--- config.mk ---
export PLATFORM = sky130hd
export DESIGN_NAME = usb3_rx_framer
export DESIGN_NICKNAME = d
export VERILOG_FILES = /design/src/rtl/usb3_rx_framer.sv
export SDC_FILE = /design/constraint.sdc
export NUM_CORES = 1
export LEC_CHECK = 0
export CAP_MARGIN = 20
export CORE_AREA = 2 2 155 157
export CTS_CLUSTER_SIZE = 12
export DETAILED_ROUTE_END_ITERATION = 10
export DIE_AREA = 0 0 157 159
export GPL_TIMING_DRIVEN = 0
export PLACE_DENSITY = 0.72
export SLEW_MARGIN = 20
export SYNTH_ARGS = -nofsm -noshare
export SYNTH_HDL_FRONTEND = slang
export SYNTH_SLANG_ARGS = --single-unit
--- constraint.sdc ---
create_clock -name local_clk -period 1.91 [get_ports local_clk]
set_input_delay 0.382 -clock local_clk [delete_from_list [all_inputs] [get_ports local_clk]]
set_output_delay 0.382 -clock local_clk [all_outputs]
set_load 0.02 [all_outputs]
--- src/rtl/usb3_rx_framer.sv ---
// USB3 link-layer receive framer: finds HPSTART/DPPSTART/DPPEND/DPPABORT framing in the
// descrambled word stream, extracts header packets and data payloads, and flags framing errors.
module usb3_rx_framer #(
    parameter int MAX_DPP_WORDS = 257,
    parameter int DPP_WAIT      = 4,
    parameter int GAP_TIMEOUT   = 8
) (
    input  logic        local_clk,
    input  logic        reset,
    input  logic [31:0] in_data,
    input  logic [3:0]  in_datak,
    input  logic        in_active,
    output logic [95:0] hp_header,
    output logic [31:0] hp_lcw,
    output logic        hp_valid,
    output logic [31:0] dpp_data,
    output logic        dpp_valid,
    output logic        dpp_start,
    output logic        dpp_end,
    output logic        dpp_abort,
    output logic [8:0]  dpp_words,
    output logic        err_frame
);
    // in_active qualifies each input word (no backpressure); every strobe and valid output is
    // registered and high for exactly one local_clk cycle, one cycle after the consuming edge.

    localparam int WAIT_W = $clog2(DPP_WAIT + 1);
    localparam int GAP_W  = $clog2(GAP_TIMEOUT + 1);

    localparam logic [31:0] HPSTART  = 32'hFBFBFBF7;
    localparam logic [31:0] DPPSTART = 32'h5C5C5CF7;
    localparam logic [31:0] DPPEND   = 32'hFDFDFDF7;
    localparam logic [31:0] DPPABORT = 32'h7C7C7CF7;

    typedef enum logic [1:0] {
        IDLE     = 2'd0,
        HDR      = 2'd1,
        WAIT_DPP = 2'd2,
        DPP      = 2'd3
    } state_t;

    state_t              state, state_nx;
    logic [1:0]          hdr_cnt, hdr_cnt_nx;
    logic [WAIT_W-1:0]   wait_cnt, wait_cnt_nx;
    logic [GAP_W-1:0]    gap_cnt, gap_cnt_nx;
    logic [95:0]         hdr_buf, hdr_buf_nx;

    logic [95:0] hp_header_nx;
    logic [31:0] hp_lcw_nx, dpp_data_nx;
    logic [8:0]  dpp_words_nx;
    logic        hp_valid_nx, dpp_valid_nx, dpp_start_nx, dpp_end_nx, dpp_abort_nx, err_frame_nx;

    logic is_data, is_hp, is_dps, is_dpe, is_dpa;

    assign is_data = (in_datak == 4'b0000);
    assign is_hp   = (in_datak == 4'b1111) && (in_data == HPSTART);
    assign is_dps  = (in_datak == 4'b1111) && (in_data == DPPSTART);
    assign is_dpe  = (in_datak == 4'b1111) && (in_data == DPPEND);
    assign is_dpa  = (in_datak == 4'b1111) && (in_data == DPPABORT);

    always_ff @(posedge local_clk) begin
        if (reset) begin
            state <= IDLE;
        end else begin
            state <= state_nx;
        end
    end

    always_comb begin
        state_nx     = state;
        hdr_cnt_nx   = hdr_cnt;
        wait_cnt_nx  = wait_cnt;
        gap_cnt_nx   = gap_cnt;
        hdr_buf_nx   = hdr_buf;
        hp_header_nx = hp_header;
        hp_lcw_nx    = hp_lcw;
        dpp_data_nx  = dpp_data;
        dpp_words_nx = dpp_words;
        hp_valid_nx  = 1'b0;
        dpp_valid_nx = 1'b0;
        dpp_start_nx = 1'b0;
        dpp_end_nx   = 1'b0;
        dpp_abort_nx = 1'b0;
        err_frame_nx = 1'b0;

        if (!in_active) begin
            if (gap_cnt != GAP_W'(GAP_TIMEOUT)) begin
                gap_cnt_nx = gap_cnt + 1'b1;
            end
            // Only open packets time out; IDLE and WAIT_DPP just let the counter saturate.
            if ((state == HDR || state == DPP) && gap_cnt_nx == GAP_W'(GAP_TIMEOUT)) begin
                err_frame_nx = 1'b1;
                dpp_abort_nx = (state == DPP);
                state_nx     = IDLE;
            end
        end else begin
            gap_cnt_nx = '0;
            unique case (state)
                IDLE: begin
                    if (is_hp) begin
                        state_nx   = HDR;
                        hdr_cnt_nx = 2'd0;
                    end
                end
                HDR: begin
                    if (is_data) begin
                        if (hdr_cnt == 2'd3) begin
                            hp_header_nx = hdr_buf;
                            hp_lcw_nx    = in_data;
                            hp_valid_nx  = 1'b1;
                            hdr_cnt_nx   = 2'd0;
                            wait_cnt_nx  = '0;
                            state_nx     = WAIT_DPP;
                        end else begin
                            case (hdr_cnt)
                                2'd0:    hdr_buf_nx[95:64] = in_data;
                                2'd1:    hdr_buf_nx[63:32] = in_data;
                                default: hdr_buf_nx[31:0]  = in_data;
                            endcase
                            hdr_cnt_nx = hdr_cnt + 2'd1;
                        end
                    end else if (is_hp) begin
                        err_frame_nx = 1'b1;
                        hdr_cnt_nx   = 2'd0;
                    end else begin
                        err_frame_nx = 1'b1;
                        hdr_cnt_nx   = 2'd0;
                        state_nx     = IDLE;
                    end
                end
                WAIT_DPP: begin
                    if (is_dps) begin
                        dpp_words_nx = 9'd0;
                        state_nx     = DPP;
                    end else if (is_hp) begin
                        hdr_cnt_nx = 2'd0;
                        state_nx   = HDR;
                    end else begin
                        wait_cnt_nx = wait_cnt + 1'b1;
                        if (wait_cnt_nx == WAIT_W'(DPP_WAIT)) begin
                            state_nx = IDLE;
                        end
                    end
                end
                DPP: begin
                    if (is_data) begin
                        if (dpp_words == 9'(MAX_DPP_WORDS)) begin
                            err_frame_nx = 1'b1;
                            dpp_abort_nx = 1'b1;
                            state_nx     = IDLE;
                        end else begin
                            dpp_valid_nx = 1'b1;
                            dpp_start_nx = (dpp_words == 9'd0);
                            dpp_data_nx  = in_data;
                            if (dpp_words != 9'h1FF) begin
                                dpp_words_nx = dpp_words + 9'd1;
                            end
                        end
                    end else if (is_dpe) begin
                        dpp_end_nx   = 1'b1;
                        err_frame_nx = (dpp_words == 9'd0);
                        state_nx     = IDLE;
                    end else if (is_dpa) begin
                        dpp_abort_nx = 1'b1;
                        state_nx     = IDLE;
                    end else begin
                        err_frame_nx = 1'b1;
                        dpp_abort_nx = 1'b1;
                        state_nx     = IDLE;
                    end
                end
                default: state_nx = IDLE;
            endcase
        end
    end

    always_ff @(posedge local_clk) begin
        if (reset) begin
            hdr_cnt   <= 2'd0;
            wait_cnt  <= '0;
            gap_cnt   <= '0;
            hdr_buf   <= '0;
            hp_header <= '0;
            hp_lcw    <= '0;
            dpp_data  <= '0;
            dpp_words <= '0;
            hp_valid  <= 1'b0;
            dpp_valid <= 1'b0;
            dpp_start <= 1'b0;
            dpp_end   <= 1'b0;
            dpp_abort <= 1'b0;
            err_frame <= 1'b0;
        end else begin
            hdr_cnt   <= hdr_cnt_nx;
            wait_cnt  <= wait_cnt_nx;
            gap_cnt   <= gap_cnt_nx;
            hdr_buf   <= hdr_buf_nx;
            hp_header <= hp_header_nx;
            hp_lcw    <= hp_lcw_nx;
            dpp_data  <= dpp_data_nx;
            dpp_words <= dpp_words_nx;
            hp_valid  <= hp_valid_nx;
            dpp_valid <= dpp_valid_nx;
            dpp_start <= dpp_start_nx;
            dpp_end   <= dpp_end_nx;
            dpp_abort <= dpp_abort_nx;
            err_frame <= err_frame_nx;
        end
    end

endmodule

== Word level (Yosys, flattened, before mapping) ==
Cells that the tools add are included.
Widths: inputs -> output; s select.

* Register bits after elaboration: 282
* Input port bits: 39
* Output and inout bits: 175
* Word-level logic and storage cells: 130

* $add $sub $neg: 4
* Equality and inequality tests: 28
* Muxes and demuxes: 45
* Bitwise operators: 7
* Reductions and logical operators: 29

{| class="wikitable"
|+ Operator list
! cell !! count
|-
| $eq 32x31->1 const B || 2
|-
| $eq 32x32->1 const B || 2
|-
| $mux 9 || 4
|-
| $mux 2 || 15
|-
| $pmux 9 s2 || 1
|-
| $reduce_and 6->1 || 3
|-
| $mux 1 || 15
|-
| $reduce_and 5->1 || 3
|-
| $mux 3 || 4
|-
| $ne 2x2->1 const B || 6
|-
| $reduce_or 4->1 || 3
|-
| $add 9x1->9 const B || 1
|-
| $eq 9x9->1 const B || 1
|-
| $logic_not 9->1 || 1
|-
| $ne 9x9->1 const B || 1
|-
| $eq 4x4->1 const B || 2
|-
| $mux 4 || 2
|-
| $ne 4x3->1 const B || 2
|-
| $ne 4x4->1 const B || 2
|-
| $pmux 2 s4 || 1
|-
| $reduce_and 4->1 || 2
|-
| $not 1->1 || 7
|-
| $eq 2x2->1 const B || 3
|-
| $pmux 2 s3 || 1
|-
| other kinds (19) || 29
|}

== Logic depth before layout (Yosys ltp) ==
* Depth in word-level cells: 7
* Depth in mapped cells: 9
* Gate-level depth less buffers: 8

== Worst setup path before layout ==
No wires, ideal clock.

* Path kind: flip-flop to flip-flop
* From: register dpp_words[0]
* To: register dpp_words[2]
* Library setup time: 0.091 ns
* Data arrival time: 2.051 ns
* Setup slack: -0.232 ns
* Cell stages (with the launch flop): 9
* Buffers on the path: 0
* Clock period less this slack: 2.142 ns
* Cells stage by stage: dfxtp_1 ha_1 and3_1 and3_1 ha_1 nand4b_1 nor2_1 a21oi_1 a311oi_1

* Cells in the longest elaborated chain, start to end: 5
* Elaborated cells between the ends (all ways): 10

{| class="wikitable"
|+ Ends and longest elaborated chain
! element !! RTL line !! source
|-
| start: declaration || 21 || <nowiki>output logic [8:0] dpp_words,</nowiki>
|-
| start signal: assignment || 201 || <nowiki>dpp_words <= dpp_words_nx;</nowiki>
|-
| $add 9x1->9 || 156 || <nowiki>dpp_words_nx = dpp_words + 9'd1;</nowiki>
|-
| $mux 9 || 155 || <nowiki>if (dpp_words != 9'h1FF) begin</nowiki>
|-
| $mux 9 || 147 || <nowiki>if (dpp_words == 9'(MAX_DPP_WORDS)) begin</nowiki>
|-
| $mux 9 || 146 || <nowiki>if (is_data) begin</nowiki>
|-
| $pmux 9 s2 || 98 || <nowiki>unique case (state)</nowiki>
|}

Parallel ways exist; a longest one is shown, timed or not. The select of a mux whose other input is x is not followed.
A chain may end at the register's enable or synchronous reset.

== Final worst setup path ==
* From: register dpp_words[3]
* To: register dpp_words[4]

The elaborated chain is that of the path after synthesis.

==> reports/qor.yml <==
rsz0062_at_grt: "true"
start_kind: "register"
synth_edf_count: 0
status: "complete, but fails checks"
failed_checks: "negative setup slack"
ys_top_cells_by_area: "dfxtp_1 (54%), nand2_1 (19%), a21oi_1 (13%)"
drc: 0
cpPeakStageDelay_ns: 0.37
grt_max_degree: 15
clock_path_buffers: 3
cts_tree: "done"
yosysTopAreaCellShare: 0.538
htreeDepth: 1
io_pins: 214
synth_area_mm2: 0.0105
cts_buffers: 29
numClockSinks: 282
tns_ns: -0.154
vias: 10100
cap_violations: 0
cp_max_fo: 6
crit_cells: 9
synth_most_common_cell: "nand2_1"
synthToLayoutAreaGrowth_pct: 37.4
drt_pass1_iterations: 5
netlist_top_cells_count: "nand2_1 (533), dfxtp_1 (282), a21oi_1 (266)"
path_delay_family: "simple AND/OR/NAND/NOR gates"
routabilityCongestion: 0.839
fin_nets: 1637
crit_arrival_ns: 2.37
ys_seq_area_frac: 0.538
synth_mux_area_frac: 0.00215
critPathKind: "reg -> reg"
placed_area_mm2: 0.0131
slew-limit-headroom: 0.458
crit_path_frequent_cell: "and3_4"
final_hold_viol_count: 0
final_design_area_no_fill_mm2: 0.0144
synth_compound_area_frac: 0.153
fp.dieH_um: 159
dp_hpwl_um: 23600
r2r_cells: 9
setup_slack_ns: -0.0295
p_leak_nw: 6.29
fp.coreArea_mm2: 0.0232
finalPower_mw: 11.5
yosysTopAreaCell: "dfxtp_1"
synth_top_family_by_area: "simple AND/OR/NAND/NOR gates"
fillers: 2069
wl_um: 33900
row_count: 56
synthXorXnorAreaFrac: 0.00167
antenna_cells: 0
fmax_mhz: 516
crit_path_top_delay_cell: "dfxtp_4"
root_buffer: "clkbuf_16"
die_w_um: 157
worstPathRequired_ns: 2.34
synth_flop_cell: "dfxtp_1"
wire_per_inst_um: 17.7
port_buffers: 211
grt_usage: 0.262
fp.dieArea_mm2: 0.0250
p_per_area_mw_per_mm2: 794
path_cells: "and3_4 > and3_4 > and3_4 > ha_4 > nand4b_1 > buf_4 > nor2_4 > nor2_1 > a311oi_1"
synth_cell_types: 52
yosys.area_share.simple: 0.247
drv_slew: 0
worst-path-buf-inv: 1
initial_utilization: 0.453
finalSetupViolCount: 6
overflow: 0
ys_async_sr_fraction: 0
clock_latency_ns: 0.55
finalCriticalPeriod_ns: 1.94
period_share: 1.02
clk_pin_slew_ns: 0.06
worstSetupEndpointType: "register"
pre_cts_ws_ns: -0.914
cts_hold_buf: 0
antenna_found_initial: 0
finClkSkew_ns: 0.00925
synth_adder_area_share: 0.0143
avgSynthCellArea_um2: 7.95
grt_pass1_wl_um: 51800
vias_per_cell: 5.24
postRouteAntennaNets: 0
drive_gt1_frac: 0.103
hp-class: "in -> reg"
worstMarginPinSlew_ns: 0.814
first_global_vias: 9511
ys_seq_elements: 282
ir_drop_uv: 515
synthCells: 1321
drtIter0Drc: 684
holdPathStages: 3
ys_warn_count: 0
synth_fp_nets: 1372
## worst min-delay path: cells and delay by family
family | cells | cell delay, ns
AO/OA/AOI/OAI | 1 | 0.05
buffers and inverters | 1 | 0.20
AND/OR/NAND/NOR | 1 | 0.10
## metrics by stage
step | instances | hold WS, ns | utilization
after floorplan | 1321 | 0.432 | -
final | 1921 | 0.236 | 0.622
after global placement | 1851 | 0.439 | 0.563
after CTS | 1915 | 0.358 | 0.608
after detailed placement | 1851 | 0.444 | 0.563
after global routing | 1921 | 0.240 | 0.622
## cell usage in the layout, fill, tap and decap left out, types with 4 or more instances in the layout
cell type          n
nand3_2            4
ha_1              10
dfxtp_4            5
dfxtp_1          275
buf_4             34
a21oi_1          264
nor2_1            12
clkbuf_2          13
a31oi_1            5
inv_1             11
nand2_1          532
buf_6             10
dlymetal6s2s_1    73
and3_1             5
nor2_4             5
clkbuf_1          45
nor3_1             6
nand4_1            7
dlygate4sd2_1     61
buf_2             19
nand2b_1           5
o21ai_1            4
nand3_1            9
clkdlybuf4s50_1   70
nor4_4             4
clkbuf_16         29
clkbuf_4           7
o21ai_0            4
## power breakdown
part	total (mW)	internal (mW)	switching [mW]	leakage [nW]
combinational	0.364	0.0767	0.288	3.60
clock	5.21	2.95	2.25	0.409
sequential	5.88	5.88	0.00276	2.28
total	11.5	8.91	2.54	6.29
## logic make-up after synthesis
family	count (synthesis)
mux	2
compound gates	299
buf+inv	102
fa+ha+maj	12
flops	282
xor+xnor	2
simple gates	622
## final timing paths
path              slack (ns)            end    startpoint
setup / recovery       -0.03   dpp_words[4]  dpp_words[3]
hold / removal          0.24    hdr_buf[50]   in_data[18]
setup reg to reg       -0.03   dpp_words[4]  dpp_words[3]
hold reg to reg         0.45  hp_header[15]   hdr_buf[15]
## final cells by class
class,instances,area [µm²],area share
well taps,319,399,0.0277
multi-input cells,937,4560,0.316
clock buffers,42,785,0.0544
inverters,11,41.3,0.00286
flip-flops and latches,282,5670,0.393
repair buffers,234,2380,0.165
plain buffers,91,529,0.0367
clock inverters,5,57.6,0.00399
## metal layers
layer	wire length [µm]	vias up	global-route usage
met1	14700	4736	0.357
li1	-	4878	-
met2	15600	388	0.428
met5	0	-	0
met3	2940	56	0.0514
met4	735	0	0.0655
## repair_timing
| item | in CTS | in global routing |
|---|---|---|
| pin swaps | 15 | 13 |
| resized for setup | 116 | 125 |
| endpoints found under the setup margin | 296 | 308 |
| cloned | 1 | 0 |
| hold endpoints to repair | 0 | 0 |
| setup buffers | 16 | 6 |
## sequential cells by signal, indices dropped and copies added (netlist names)
register and flops:
state 2, dpp_valid 1, wait_cnt 3, hdr_buf 96, hdr_cnt 2, dpp_end 1
hp_valid 1, dpp_data 32, dpp_start 1, dpp_words 9, dpp_abort 1, err_frame 1
gap_cnt 4, hp_header 96, hp_lcw 32
Power figures use the tool's default switching activity.
